File: src/rtl/multicycle_pkg.sv
// Shared encodings for the multicycle MIPS controller: states, opcodes, mux selects
// and the control word. MULTICYCLE_CONTROL_BNE_EN adds bne to the DECODE dispatch.
package multicycle_pkg;

    typedef enum logic [3:0] {
        S_FETCH  = 4'd0,
        S_DECODE = 4'd1,
        S_MEMADR = 4'd2,
        S_MEMRD  = 4'd3,
        S_MEMWB  = 4'd4,
        S_MEMWR  = 4'd5,
        S_EXEC   = 4'd6,
        S_ALUWB  = 4'd7,
        S_BRANCH = 4'd8,
        S_ADDIEX = 4'd9,
        S_ADDIWB = 4'd10,
        S_JUMP   = 4'd11
    } state_t;

    localparam logic [5:0] OP_RTYPE = 6'b000000;
    localparam logic [5:0] OP_LW    = 6'b100011;
    localparam logic [5:0] OP_SW    = 6'b101011;
    localparam logic [5:0] OP_BEQ   = 6'b000100;
    localparam logic [5:0] OP_BNE   = 6'b000101;
    localparam logic [5:0] OP_ADDI  = 6'b001000;
    localparam logic [5:0] OP_J     = 6'b000010;

    localparam logic [1:0] ALUOP_ADD   = 2'b00;
    localparam logic [1:0] ALUOP_SUB   = 2'b01;
    localparam logic [1:0] ALUOP_FUNCT = 2'b10;

    localparam logic [1:0] SRCB_B      = 2'b00;
    localparam logic [1:0] SRCB_FOUR   = 2'b01;
    localparam logic [1:0] SRCB_IMM    = 2'b10;
    localparam logic [1:0] SRCB_IMM_SH = 2'b11;

    localparam logic [1:0] PCSRC_ALU    = 2'b00;
    localparam logic [1:0] PCSRC_ALUOUT = 2'b01;
    localparam logic [1:0] PCSRC_JUMP   = 2'b10;

    typedef struct packed {
        logic       mem_req;
        logic       memwrite;
        logic       iord;
        logic       irwrite;
        logic       regwrite;
        logic       regdst;
        logic       memtoreg;
        logic       alusrca;
        logic [1:0] alusrcb;
        logic [1:0] aluop;
        logic [1:0] pcsrc;
        logic       pcen;
        logic       instr_done;
    } ctrl_t;

    // Successor of DECODE; unknown opcodes retire immediately as NOPs.
    function automatic state_t decode_next(input logic [5:0] op);
        state_t nxt;
        case (op)
            OP_LW, OP_SW: nxt = S_MEMADR;
            OP_RTYPE:     nxt = S_EXEC;
            OP_BEQ:       nxt = S_BRANCH;
`ifdef MULTICYCLE_CONTROL_BNE_EN
            OP_BNE:       nxt = S_BRANCH;
`endif
            OP_ADDI:      nxt = S_ADDIEX;
            OP_J:         nxt = S_JUMP;
            default:      nxt = S_FETCH;
        endcase
        return nxt;
    endfunction

endpackage

File: src/rtl/mc_output_decode.sv
// Combinational state -> control word mapping for the multicycle controller.
// Reset forces all enables low while keeping the FETCH mux selects.
module mc_output_decode
    import multicycle_pkg::*;
(
    input  state_t     state,
    input  logic [5:0] opcode,
    input  logic       mem_ready,
    input  logic       branch_taken,
    input  logic       reset,
    output ctrl_t      ctrl
);

    always_comb begin
        ctrl = '0;
        if (reset) begin
            ctrl.alusrcb = SRCB_FOUR;
        end else begin
            case (state)
                S_FETCH: begin
                    ctrl.mem_req = 1'b1;
                    ctrl.alusrcb = SRCB_FOUR;
                    ctrl.aluop   = ALUOP_ADD;
                    ctrl.pcsrc   = PCSRC_ALU;
                    ctrl.irwrite = mem_ready;
                    ctrl.pcen    = mem_ready;
                end
                S_DECODE: begin
                    ctrl.alusrcb    = SRCB_IMM_SH;
                    ctrl.aluop      = ALUOP_ADD;
                    ctrl.instr_done = (decode_next(opcode) == S_FETCH);
                end
                S_MEMADR, S_ADDIEX: begin
                    ctrl.alusrca = 1'b1;
                    ctrl.alusrcb = SRCB_IMM;
                    ctrl.aluop   = ALUOP_ADD;
                end
                S_MEMRD: begin
                    ctrl.mem_req = 1'b1;
                    ctrl.iord    = 1'b1;
                end
                S_MEMWB: begin
                    ctrl.regwrite   = 1'b1;
                    ctrl.memtoreg   = 1'b1;
                    ctrl.instr_done = 1'b1;
                end
                S_MEMWR: begin
                    // Write enable held for the whole wait; memory commits on the ready cycle.
                    ctrl.mem_req    = 1'b1;
                    ctrl.memwrite   = 1'b1;
                    ctrl.iord       = 1'b1;
                    ctrl.instr_done = mem_ready;
                end
                S_EXEC: begin
                    ctrl.alusrca = 1'b1;
                    ctrl.alusrcb = SRCB_B;
                    ctrl.aluop   = ALUOP_FUNCT;
                end
                S_ALUWB: begin
                    ctrl.regwrite   = 1'b1;
                    ctrl.regdst     = 1'b1;
                    ctrl.instr_done = 1'b1;
                end
                S_BRANCH: begin
                    ctrl.alusrca    = 1'b1;
                    ctrl.alusrcb    = SRCB_B;
                    ctrl.aluop      = ALUOP_SUB;
                    ctrl.pcsrc      = PCSRC_ALUOUT;
                    ctrl.pcen       = branch_taken;
                    ctrl.instr_done = 1'b1;
                end
                S_ADDIWB: begin
                    ctrl.regwrite   = 1'b1;
                    ctrl.instr_done = 1'b1;
                end
                S_JUMP: begin
                    ctrl.pcsrc      = PCSRC_JUMP;
                    ctrl.pcen       = 1'b1;
                    ctrl.instr_done = 1'b1;
                end
                default: ctrl = '0;
            endcase
        end
    end

endmodule

File: src/rtl/multicycle_control.sv
// Multicycle MIPS control FSM with memory-ready stalls and a sticky wait timeout.
// Define MULTICYCLE_CONTROL_BNE_EN to add bne alongside beq.
module multicycle_control
    import multicycle_pkg::*;
#(
    parameter logic [3:0]  RESET_STATE  = 4'd0,
    parameter int unsigned MEM_WAIT_MAX = 15
) (
    input  logic       clk,
    input  logic       reset,
    input  logic [5:0] opcode,
    input  logic       zero,
    input  logic       mem_ready,
    output logic       mem_req,
    output logic       memwrite,
    output logic       iord,
    output logic       irwrite,
    output logic       regwrite,
    output logic       regdst,
    output logic       memtoreg,
    output logic       alusrca,
    output logic [1:0] alusrcb,
    output logic [1:0] aluop,
    output logic [1:0] pcsrc,
    output logic       pcen,
    output logic [3:0] state,
    output logic       instr_done,
    output logic       mem_timeout
);

    state_t     state_q;
    logic [3:0] wait_cnt;
    logic       waiting;
    logic       branch_taken;
    ctrl_t      ctrl;

`ifdef MULTICYCLE_CONTROL_BNE_EN
    logic is_bne;
    assign branch_taken = is_bne ? !zero : zero;
`else
    assign branch_taken = zero;
`endif

    assign waiting = !mem_ready &&
                     ((state_q == S_FETCH) || (state_q == S_MEMRD) || (state_q == S_MEMWR));

    always_ff @(posedge clk) begin
        if (reset) begin
            state_q     <= state_t'(RESET_STATE);
            wait_cnt    <= 4'd0;
            mem_timeout <= 1'b0;
`ifdef MULTICYCLE_CONTROL_BNE_EN
            is_bne      <= 1'b0;
`endif
        end else begin
            case (state_q)
                S_FETCH:  if (mem_ready) state_q <= S_DECODE;
                S_DECODE: begin
                    state_q <= decode_next(opcode);
`ifdef MULTICYCLE_CONTROL_BNE_EN
                    is_bne  <= opcode[0];
`endif
                end
                S_MEMADR: state_q <= (opcode == OP_SW) ? S_MEMWR : S_MEMRD;
                S_MEMRD:  if (mem_ready) state_q <= S_MEMWB;
                S_MEMWR:  if (mem_ready) state_q <= S_FETCH;
                S_EXEC:   state_q <= S_ALUWB;
                S_ADDIEX: state_q <= S_ADDIWB;
                default:  state_q <= S_FETCH;
            endcase

            // Waits only happen while the state is held, so clearing on !waiting
            // also covers every state change.
            if (waiting) begin
                if (wait_cnt != 4'hF) wait_cnt <= wait_cnt + 4'd1;
                if ((MEM_WAIT_MAX != 0) && ((32'(wait_cnt) + 32'd1) >= MEM_WAIT_MAX))
                    mem_timeout <= 1'b1;
            end else begin
                wait_cnt <= 4'd0;
            end
        end
    end

    mc_output_decode u_decode (
        .state        (state_q),
        .opcode       (opcode),
        .mem_ready    (mem_ready),
        .branch_taken (branch_taken),
        .reset        (reset),
        .ctrl         (ctrl)
    );

    assign mem_req    = ctrl.mem_req;
    assign memwrite   = ctrl.memwrite;
    assign iord       = ctrl.iord;
    assign irwrite    = ctrl.irwrite;
    assign regwrite   = ctrl.regwrite;
    assign regdst     = ctrl.regdst;
    assign memtoreg   = ctrl.memtoreg;
    assign alusrca    = ctrl.alusrca;
    assign alusrcb    = ctrl.alusrcb;
    assign aluop      = ctrl.aluop;
    assign pcsrc      = ctrl.pcsrc;
    assign pcen       = ctrl.pcen;
    assign instr_done = ctrl.instr_done;
    assign state      = state_q;

endmodule
File: config.mk
export PLATFORM = sky130hd
export DESIGN_NAME = multicycle_control
export DESIGN_NICKNAME = d
export VERILOG_FILES = /design/src/rtl/multicycle_pkg.sv /design/src/rtl/mc_output_decode.sv /design/src/rtl/multicycle_control.sv
export SDC_FILE = /design/constraint.sdc
export NUM_CORES = 1
export LEC_CHECK = 0
export CORE_MARGIN = 2
export CORE_UTILIZATION = 39
export CTS_BUF_LIST = sky130_fd_sc_hd__clkbuf_16
export CTS_CLUSTER_SIZE = 24
export DETAILED_ROUTE_END_ITERATION = 16
export GPL_TIMING_DRIVEN = 0
export PLACE_DENSITY_LB_ADDON = 0.25
export SETUP_SLACK_MARGIN = 0.1
export SLEW_MARGIN = 0
export SYNTH_ARGS = -nofsm -noshare
export SYNTH_HDL_FRONTEND = slang
export SYNTH_SLANG_ARGS = --single-unit
File: constraint.sdc
create_clock -name clk -period 1.34 [get_ports clk]
set_clock_uncertainty 0.05 [all_clocks]
set_input_delay 0.268 -clock clk [delete_from_list [all_inputs] [get_ports clk]]
set_output_delay 0.268 -clock clk [all_outputs]
set_load 0.02 [all_outputs]
==> impl_metrics.py, run 1 <==
metrics = {
    "timing": {
        "crit_endpoint": "pcen",
        "worst-ep-kind": "top-level output",
    },
    "synthesis": {
        "synth_area_um2": 830,
        "synth-edff-count": 0,
        "synth_mux_area_share_pct": 2.41,
        "seq_area_frac_synth_pct": 21.7,
        "synthAdderAreaFrac_pct": 3.02,
        "synth.distinct_cells": 36,
        "ys_warn_count": 0,
        "synth_area_leaders": "dfxtp_1 (22%), nor2_1 (9.0%), nor3_1 (6.0%)",
        "async_flop_share_pct": 0,
        "synth_area_leader_cell": "dfxtp_1",
        "syn_nets": 134,
        "synth_top_family_by_area": "simple AND/OR/NAND/NOR gates",
        "ys_seq_elements": 9,
        "synth_common_cells": "nor2_1 (20), nor3_1 (10), dfxtp_1 (9)",
        "synth.most_common_cell": "nor2_1",
        "synth_top_area_share_pct": 21.7,
        "synth_compound_area_share_pct": 21.1,
        "synth_xor_area_share_pct": 6.18,
        "syn_inst": 122,
        "synth_top_flop_cell": "dfxtp_1",
        "syn_avg_cell_area_um2": 6.80,
        "synth-simple-area-share_pct": 38.0,
    },
    "status": {
        "error_line": "[ERROR DPL-0038] Utilization greater than 100%, impossible to legalize",
        "status": "stopped before the end",
        "lastStage": "5_1_grt",
    },
    "floorplan": {
        "dieWidth_um": 50.1,
        "initial_core_util_pct": 41.9,
        "io_pins": 31,
        "placementRows": 16,
        "die-height_um": 50.1,
    },
    "clock_network": {
        "cts_buffers": 3,
        "clk_path_buf_depth": 2,
        "clock-sinks": 9,
        "cts-root-buf": "clkbuf_16",
        "htreeDepth": 1,
    },
    "place": {
        "pre_cts_slack_ns": -1.06,
        "hpwl_um": 1920,
        "portBuffers": 29,
        "globalplace.congestion": 0.880,
    },
    "grt": {
        "grt_max_degree": 8,
    },
}
==> per-stage QoR <==
stage | instance area (um^2) | utilization (%) | std cells | setup TNS, ns
4_1_cts | 1830 | 92.5 | 206 | -5.45
2_1_floorplan | 1040 | - | 122 | -0.981
3_5_place_dp | 1370 | 69.0 | 178 | -16.81
3_3_place_gp | 1370 | 69.0 | 178 | -16.80
==> what timing repair did <==
action / 4_1_cts
setup endpoints to repair: 29
gates cloned: 4
resized for setup: 154
pin swaps: 15
setup buffers: 20
endpoints found under the hold margin: 0
hold buffers: 0
==> kinds of logic after synthesis <==
logic type,count (synthesis)
AO/OA/AOI/OAI,27
XOR/XNOR,5
adder cells (fa/ha/maj),2
buffers and inverters,14
flip-flops,9
multiplexers,2
AND/OR/NAND/NOR,63
==> run 2: changes to the inputs <==
- CORE_AREA: not set -> 2 2 63 65
- CORE_MARGIN: 2 -> not set
- CORE_UTILIZATION: 39 -> not set
- CTS_BUF_LIST: sky130_fd_sc_hd__clkbuf_16 -> not set
- CTS_CLUSTER_SIZE: 24 -> not set
- DIE_AREA: not set -> 0 0 65 67
- PLACE_DENSITY_LB_ADDON: 0.25 -> 0.15
- SETUP_SLACK_MARGIN: 0.1 -> not set
- clock period: 1.34 -> 1.74 ns (I/O delays scaled with it)
==> run 2 against run 1 <==
Effect of this change:
- the flow now finishes, with violations (negative setup slack)
- synthesized area is the same
- synthesized cell count is the same
==> impl_metrics.py, run 2 <==
metrics = {
    "floorplan": {
        "initial_core_util_pct": 23.0,
        "dieWidth_um": 65,
        "placementRows": 22,
        "die_area_um2": 4360,
        "io_pins": 31,
        "core_area_um2": 3610,
        "die-height_um": 67,
    },
    "place": {
        "hpwl_um": 1940,
        "globalplace.congestion": 0.777,
        "portBuffers": 29,
    },
    "worst_hold_path": {
        "hold_start": "mem_timeout",
        "hold_end": "mem_timeout",
        "min-delay-path-class": "flip-flop to flip-flop",
        "min_delay_path_depth": 2,
    },
    "route": {
        "dr.pass1.iters": 4,
        "ant_nets": 0,
        "vias": 1082,
        "wl_per_cell_um": 13.0,
        "drt_iter0_markers": 46,
        "drc": 0,
        "routed_wl_um": 2860,
        "routed_via_density": 4.92,
    },
    "synthesis": {
        "syn_avg_cell_area_um2": 6.80,
        "synth.most_common_cell": "nor2_1",
        "synth_common_cells": "nor2_1 (20), nor3_1 (10), dfxtp_1 (9)",
        "ys_seq_elements": 9,
        "synth-edff-count": 0,
        "syn_inst": 122,
        "synth_top_area_share_pct": 21.7,
        "async_flop_share_pct": 0,
        "synth_area_leaders": "dfxtp_1 (22%), nor2_1 (9.0%), nor3_1 (6.0%)",
        "synth.distinct_cells": 36,
        "seq_area_frac_synth_pct": 21.7,
        "ys_warn_count": 0,
        "synth_area_um2": 830,
        "synth_top_flop_cell": "dfxtp_1",
        "syn_nets": 134,
        "synth_area_leader_cell": "dfxtp_1",
    },
    "grt": {
        "grt_pass1_wl_um": 4710,
        "antenna_found_initial": 0,
        "grt-ovfl-total": 0,
        "grt_max_degree": 11,
        "grt_pass1_vias": 1027,
        "grt_usage_pct": 14.0,
    },
    "run": {
        "max_cap_viol_count": 0,
    },
    "layout": {
        "final_common_cell": "buf_4",
        "diodes": 0,
        "layout.nets": 185,
        "final_core_util_pct": 40.4,
        "synthToLayoutAreaGrowth_pct": 75.4,
        "fillerInstances": 396,
        "final_cell_mix": "buf_4 (20), nor2_1 (17), buf_2 (11), nor3_1 (8), o21ai_0 (7)",
        "drive_gt1_share_pct": 42.4,
    },
    "power_and_ir_drop": {
        "power.density_nw_per_um2": 601,
        "p_total_uw": 874,
        "power.leakage_uw": 0.000613,
        "ir_drop_mv": 0.206,
    },
    "timing": {
        "finalCritPeriodShare_pct": 103,
        "slew_headroom_pct": 72.8,
        "final.setup.worst_slack_ns": -0.0482,
        "setup_tns_ns": -0.0482,
        "min_period_ns": 1.79,
        "slew_violations": 0,
        "max_freq_mhz": 559,
        "final-setup-viol-count": 1,
        "hold_violations": 0,
        "rsz0062_at_grt": "yes",
        "worst_pin_slew_ns": 0.404,
    },
    "critical_path": {
        "path_cells": "buf_8, nor3_4, nand4_1, o31ai_2, buf_4",
        "reg2reg_depth": 6,
        "path_class": "flip-flop to primary output",
        "crit_buf_inv": 2,
        "cp-start-kind": "flip-flop",
        "cp_max_fo": 10,
        "r2r_setup_slack_ns": 0.10,
        "reg2reg_to": "mem_timeout",
        "cpMaxStageDelayCell": "dfxtp_4",
        "cp_slowest_stage_delay_ns": 0.37,
        "end_kind": "primary output",
        "reg2reg_from": "state[0]",
        "arrival_ns": 1.39,
        "cp_top_family": "flip-flops",
        "required_ns": 1.34,
    },
    "clock_network": {
        "htreeDepth": 1,
        "cts_tree": "built",
        "cts_buffers": 3,
        "path_clk_slew_ns": 0.05,
        "worstSkewPairLatency_ns": 0.23,
        "cts-root-buf": "clkbuf_8",
        "clk_path_buf_depth": 2,
        "ctsHoldBuffers": 0,
        "clock-sinks": 9,
    },
    "status": {
        "status": "finished, violations left",
        "violations": "negative setup slack",
    },
}
run 2: cell counts after synthesis:
No cell type changed its count.
run 2: worst max path at each step:
stage                   from    endpoint  slack, ns  cells past startpoint
global route        state[2]  instr_done      -0.11                      6
CTS                 state[2]  instr_done      -0.09                      6
detailed placement     reset  instr_done      -0.92                      6
floorplan           state[2]    aluop[0]      -0.13                      3
global placement       reset  instr_done      -0.95                      6
finish              state[3]  instr_done      -0.05                      5
run 2: through the flow:
stage                     area [um^2]  cells  hold WS (ns)  setup slack, ns
after floorplan                   840    122         0.458           -0.128
after global placement           1190    199         0.416           -0.950
after detailed placement         1190    199         0.417           -0.923
after CTS                        1400    217         0.426          -0.0945
after global routing             1460    220         0.433           -0.105
final                            1460    220         0.420          -0.0482
run 2: worst register-to-register path: stages (launching register included):
cell	delay, ns
dfxtp_2	0.33
buf_6	0.14
xnor2_2	0.16
mux2i_1	0.12
or3_1	0.33
buf_2	0.17
o32ai_2	0.25
run 2: per-layer routing:
| metal | track usage (%) | share of wire [%] | vias up |
|---|---|---|---|
| met5 | 0 | 0 | - |
| met4 | 3.99 | 1.2 | 0 |
| met3 | 2.36 | 3.6 | 5 |
| met2 | 23.6 | 49 | 28 |
| met1 | 18.2 | 46 | 509 |
| li1 | - | - | 540 |
run 2: power breakdown:
part / internal (uW) / total (uW) / switching (uW)
Clock: 157 / 245 / 88.3
Combinational: 188 / 395 / 208
Sequential: 217 / 234 / 17.4
Total: 561 / 874 / 313
run 2: kinds of logic (layout without fill, tap and decap cells):
group / count (synthesis) / count (layout) / synth area share, %
mux: 2 / 2 / 2.41
fa+ha+maj: 2 / 2 / 3.02
xor+xnor: 5 / 5 / 6.19
compound gates: 27 / 27 / 21.1
simple gates: 63 / 63 / 38.0
buf+inv: 14 / 64 / 7.54
flops: 9 / 9 / 21.7
run 2: repair_timing:
| item | 4_1_cts | 5_1_grt |
|---|---|---|
| setup buffers | 14 | 3 |
| pin swaps | 8 | 11 |
| setup endpoints to repair | 20 | 14 |
| cloned | 1 | 0 |
| gates resized for setup | 115 | 26 |
run 2: layout make-up:
class	instances	area, um^2	share of cell area (%)
inverters	6	22.5	1.55
repair buffers	47	362	24.8
well taps	48	60.1	4.13
plain buffers	7	90.1	6.19
flip-flops and latches	9	193	13.2
multi-input cells	99	682	46.9
clock buffers	3	41.3	2.84
clock inverters	1	5.00	0.344
Note: power is estimated with default switching activity, not from simulation.
==> run 3: changes to the inputs <==
- CTS_CLUSTER_SIZE: not set -> 25
==> results of run 3 <==
Same layout as run 2: the final DEF is identical, and so are final timing and power.
==> run 4: changes to the inputs <==
==> constraint.sdc (replaced) <==
create_clock -name clk -period 1.74 [get_ports clk]
set_clock_uncertainty 0.05 [all_clocks]
set_input_delay 0.174 -clock clk [delete_from_list [all_inputs] [get_ports clk]]
set_output_delay 0.174 -clock clk [all_outputs]
set_load 0.02 [all_outputs]
==> run 4 against run 3 <==
Effect of this change:
- the run now ends clean
- final area decreased by 13%
- sequential cell count unchanged
- total power decreased by 9.7%
- clock-buffer cell count increased by 1
- largest cell class unchanged
- final cell count decreased by 7.3%
- via count decreased by 10%
- hold slack improved by 0.0088 ns
==> impl_metrics.py, run 4 (same netlist as run 2, synthesis figures left out) <==
metrics = {
    "grt": {
        "grt-ovfl-total": 0,
        "grt_usage_pct": 12.6,
        "grt_max_degree": 11,
        "grt_pass1_vias": 950,
        "grt_pass1_wl_um": 4300,
        "grt_use_met1_pct": 16.4,
        "use_met3_pct": 2.70,
        "antenna_found_initial": 0,
        "grtUsageMet2_pct": 21.1,
        "top_usage_layer": "met2",
    },
    "critical_path": {
        "crit_start": "state[3]",
        "reg2reg_from": "state[0]",
        "r2r_setup_slack_ns": 0.11,
        "reg2reg_to": "mem_timeout",
        "cp_top_family": "buffers and inverters",
        "reg2reg_depth": 6,
        "end_kind": "primary output",
        "crit_buf_inv": 2,
        "cp_slowest_stage_delay_ns": 0.40,
        "cp-start-kind": "flip-flop",
        "arrival_ns": 1.46,
        "cp-endpoint": "alusrcb[0]",
        "path_cells": "clkbuf_8, nor3_1, or2_2, dlygate4sd2_1",
        "cpMaxStageDelayCell": "dfxtp_2",
        "cp_max_fo": 10,
        "path_class": "flip-flop to primary output",
        "crit_cells": 4,
        "required_ns": 1.52,
    },
    "clock_network": {
        "worstSkewPairLatency_ns": 0.23,
        "cts_buffers": 3,
        "path_clk_slew_ns": 0.05,
        "clock-sinks": 9,
        "ctsHoldBuffers": 0,
        "htreeDepth": 1,
        "cts-root-buf": "clkbuf_8",
        "clk_path_buf_depth": 2,
        "cts_tree": "built",
    },
    "route": {
        "routed_wl_um": 2560,
        "wl_per_cell_um": 12.6,
        "dr.pass1.iters": 4,
        "drc": 0,
        "vias": 972,
        "ant_nets": 0,
        "routed_via_density": 4.76,
        "drt_iter0_markers": 39,
    },
    "layout": {
        "final_core_util_pct": 35.2,
        "layout.nets": 169,
        "fillerInstances": 411,
        "synthToLayoutAreaGrowth_pct": 53.1,
        "drive_gt1_share_pct": 25.6,
        "diodes": 0,
        "instances_no_fill": 204,
        "final_cell_mix": "nor2_1 (20), nor3_1 (9), clkdlybuf4s50_1 (9), o21ai_0 (8)",
        "final_common_cell": "nor2_1",
    },
    "power_and_ir_drop": {
        "ir_drop_mv": 0.204,
        "power.leakage_uw": 0.000506,
        "combPwrFrac_pct": 40.0,
        "switching_share_pct": 34.5,
        "p_int_uw": 517,
        "p_total_uw": 789,
        "power.density_nw_per_um2": 622,
        "clkPwrFrac_pct": 30.4,
        "pwr-share-seq_pct": 29.6,
        "switchingPower_uw": 272,
    },
    "timing": {
        "finalCritPeriodShare_pct": 96.8,
        "min_period_ns": 1.68,
        "slew_headroom_pct": 73.0,
        "hold_violations": 0,
        "setup_tns_ns": 0,
        "max_freq_mhz": 594,
        "rsz0062_at_grt": "yes",
        "hold_ws_ns": 0.429,
        "worst_pin_slew_ns": 0.401,
        "slew_violations": 0,
        "final-setup-viol-count": 0,
    },
    "status": {
        "status": "completed",
    },
    "place": {
        "globalplace.congestion": 0.785,
        "place_inst": 199,
        "hpwl_um": 1940,
        "portBuffers": 29,
    },
    "floorplan": {
        "dieWidth_um": 65,
        "die_area_um2": 4360,
        "io_pins": 31,
        "initial_core_util_pct": 23.0,
        "core_area_um2": 3610,
        "placementRows": 22,
        "die-height_um": 67,
    },
    "run": {
        "max_cap_viol_count": 0,
    },
    "worst_hold_path": {
        "hold_start": "mem_timeout",
        "min-delay-path-class": "flip-flop to flip-flop",
    },
}
## run 4: changes by cell type in the layout (fill, tap and decap cells not counted), sizes merged
cell	change
clkdlybuf4s50	+4
clkdlybuf4s15	+3
dlymetal6s2s	+3
clkinv	-1
clkbuf	+2
buf	-27
## run 4: power groups by stage
| stage | Combinational (uW) | Clock [uW] | Sequential (uW) |
|---|---|---|---|
| global placement | 316 | 0 | 238 |
| finish | 316 | 240 | 234 |
| CTS | 314 | 247 | 234 |
| floorplan | 188 | 0 | 245 |
| detailed placement | 316 | 0 | 237 |
| global route | 345 | 263 | 236 |
## run 4: metal layers
metal,vias to the layer above,part of all wire (%)
li1,501,-
met1,443,51
met2,28,45
met3,0,4.1
met4,0,0
met5,-,0
## run 4: area by class of cell
type	count	area, um^2	share of cell area (%)
Multi-Input combinational cell	99	627	49.4
Timing Repair Buffer	31	267	21.0
Sequential cell	9	186	14.7
Buffer	7	62.6	4.93
Tap cell	48	60.1	4.73
Clock buffer	4	45.0	3.55
Inverter	6	22.5	1.77
## run 4: how the worst min path moves through the flow
| stage | end | slack, ns | cells after the start |
|---|---|---|---|
| floorplan | state[2] | 0.34 | 3 |
| global placement | mem_timeout | 0.42 | 2 |
| detailed placement | mem_timeout | 0.42 | 2 |
| CTS | mem_timeout | 0.44 | 2 |
| global route | mem_timeout | 0.46 | 2 |
| finish | mem_timeout | 0.43 | 2 |
## run 4: timing repair
action / CTS / global route
pin swaps: 0 / 2
resized for setup: 57 / 25
buffers inserted: 0 / 2
setup endpoints to repair: 17 / 16
## run 4: per-stage QoR
step / setup slack, ns / area (um^2)
after floorplan: 0.0457 / 835
after global placement: -0.636 / 1180
after detailed placement: -0.626 / 1180
after CTS: -0.171 / 1270
after global routing: -0.0512 / 1270
final: 0.0554 / 1270
## run 4: tightest hold or removal path: cells and delay by family (launching register included)
| family | cells | cell delay, ns |
|---|---|---|
| flops | 1 | 0.30 |
| compound gates | 1 | 0.06 |
| buf+inv | 1 | 0.06 |
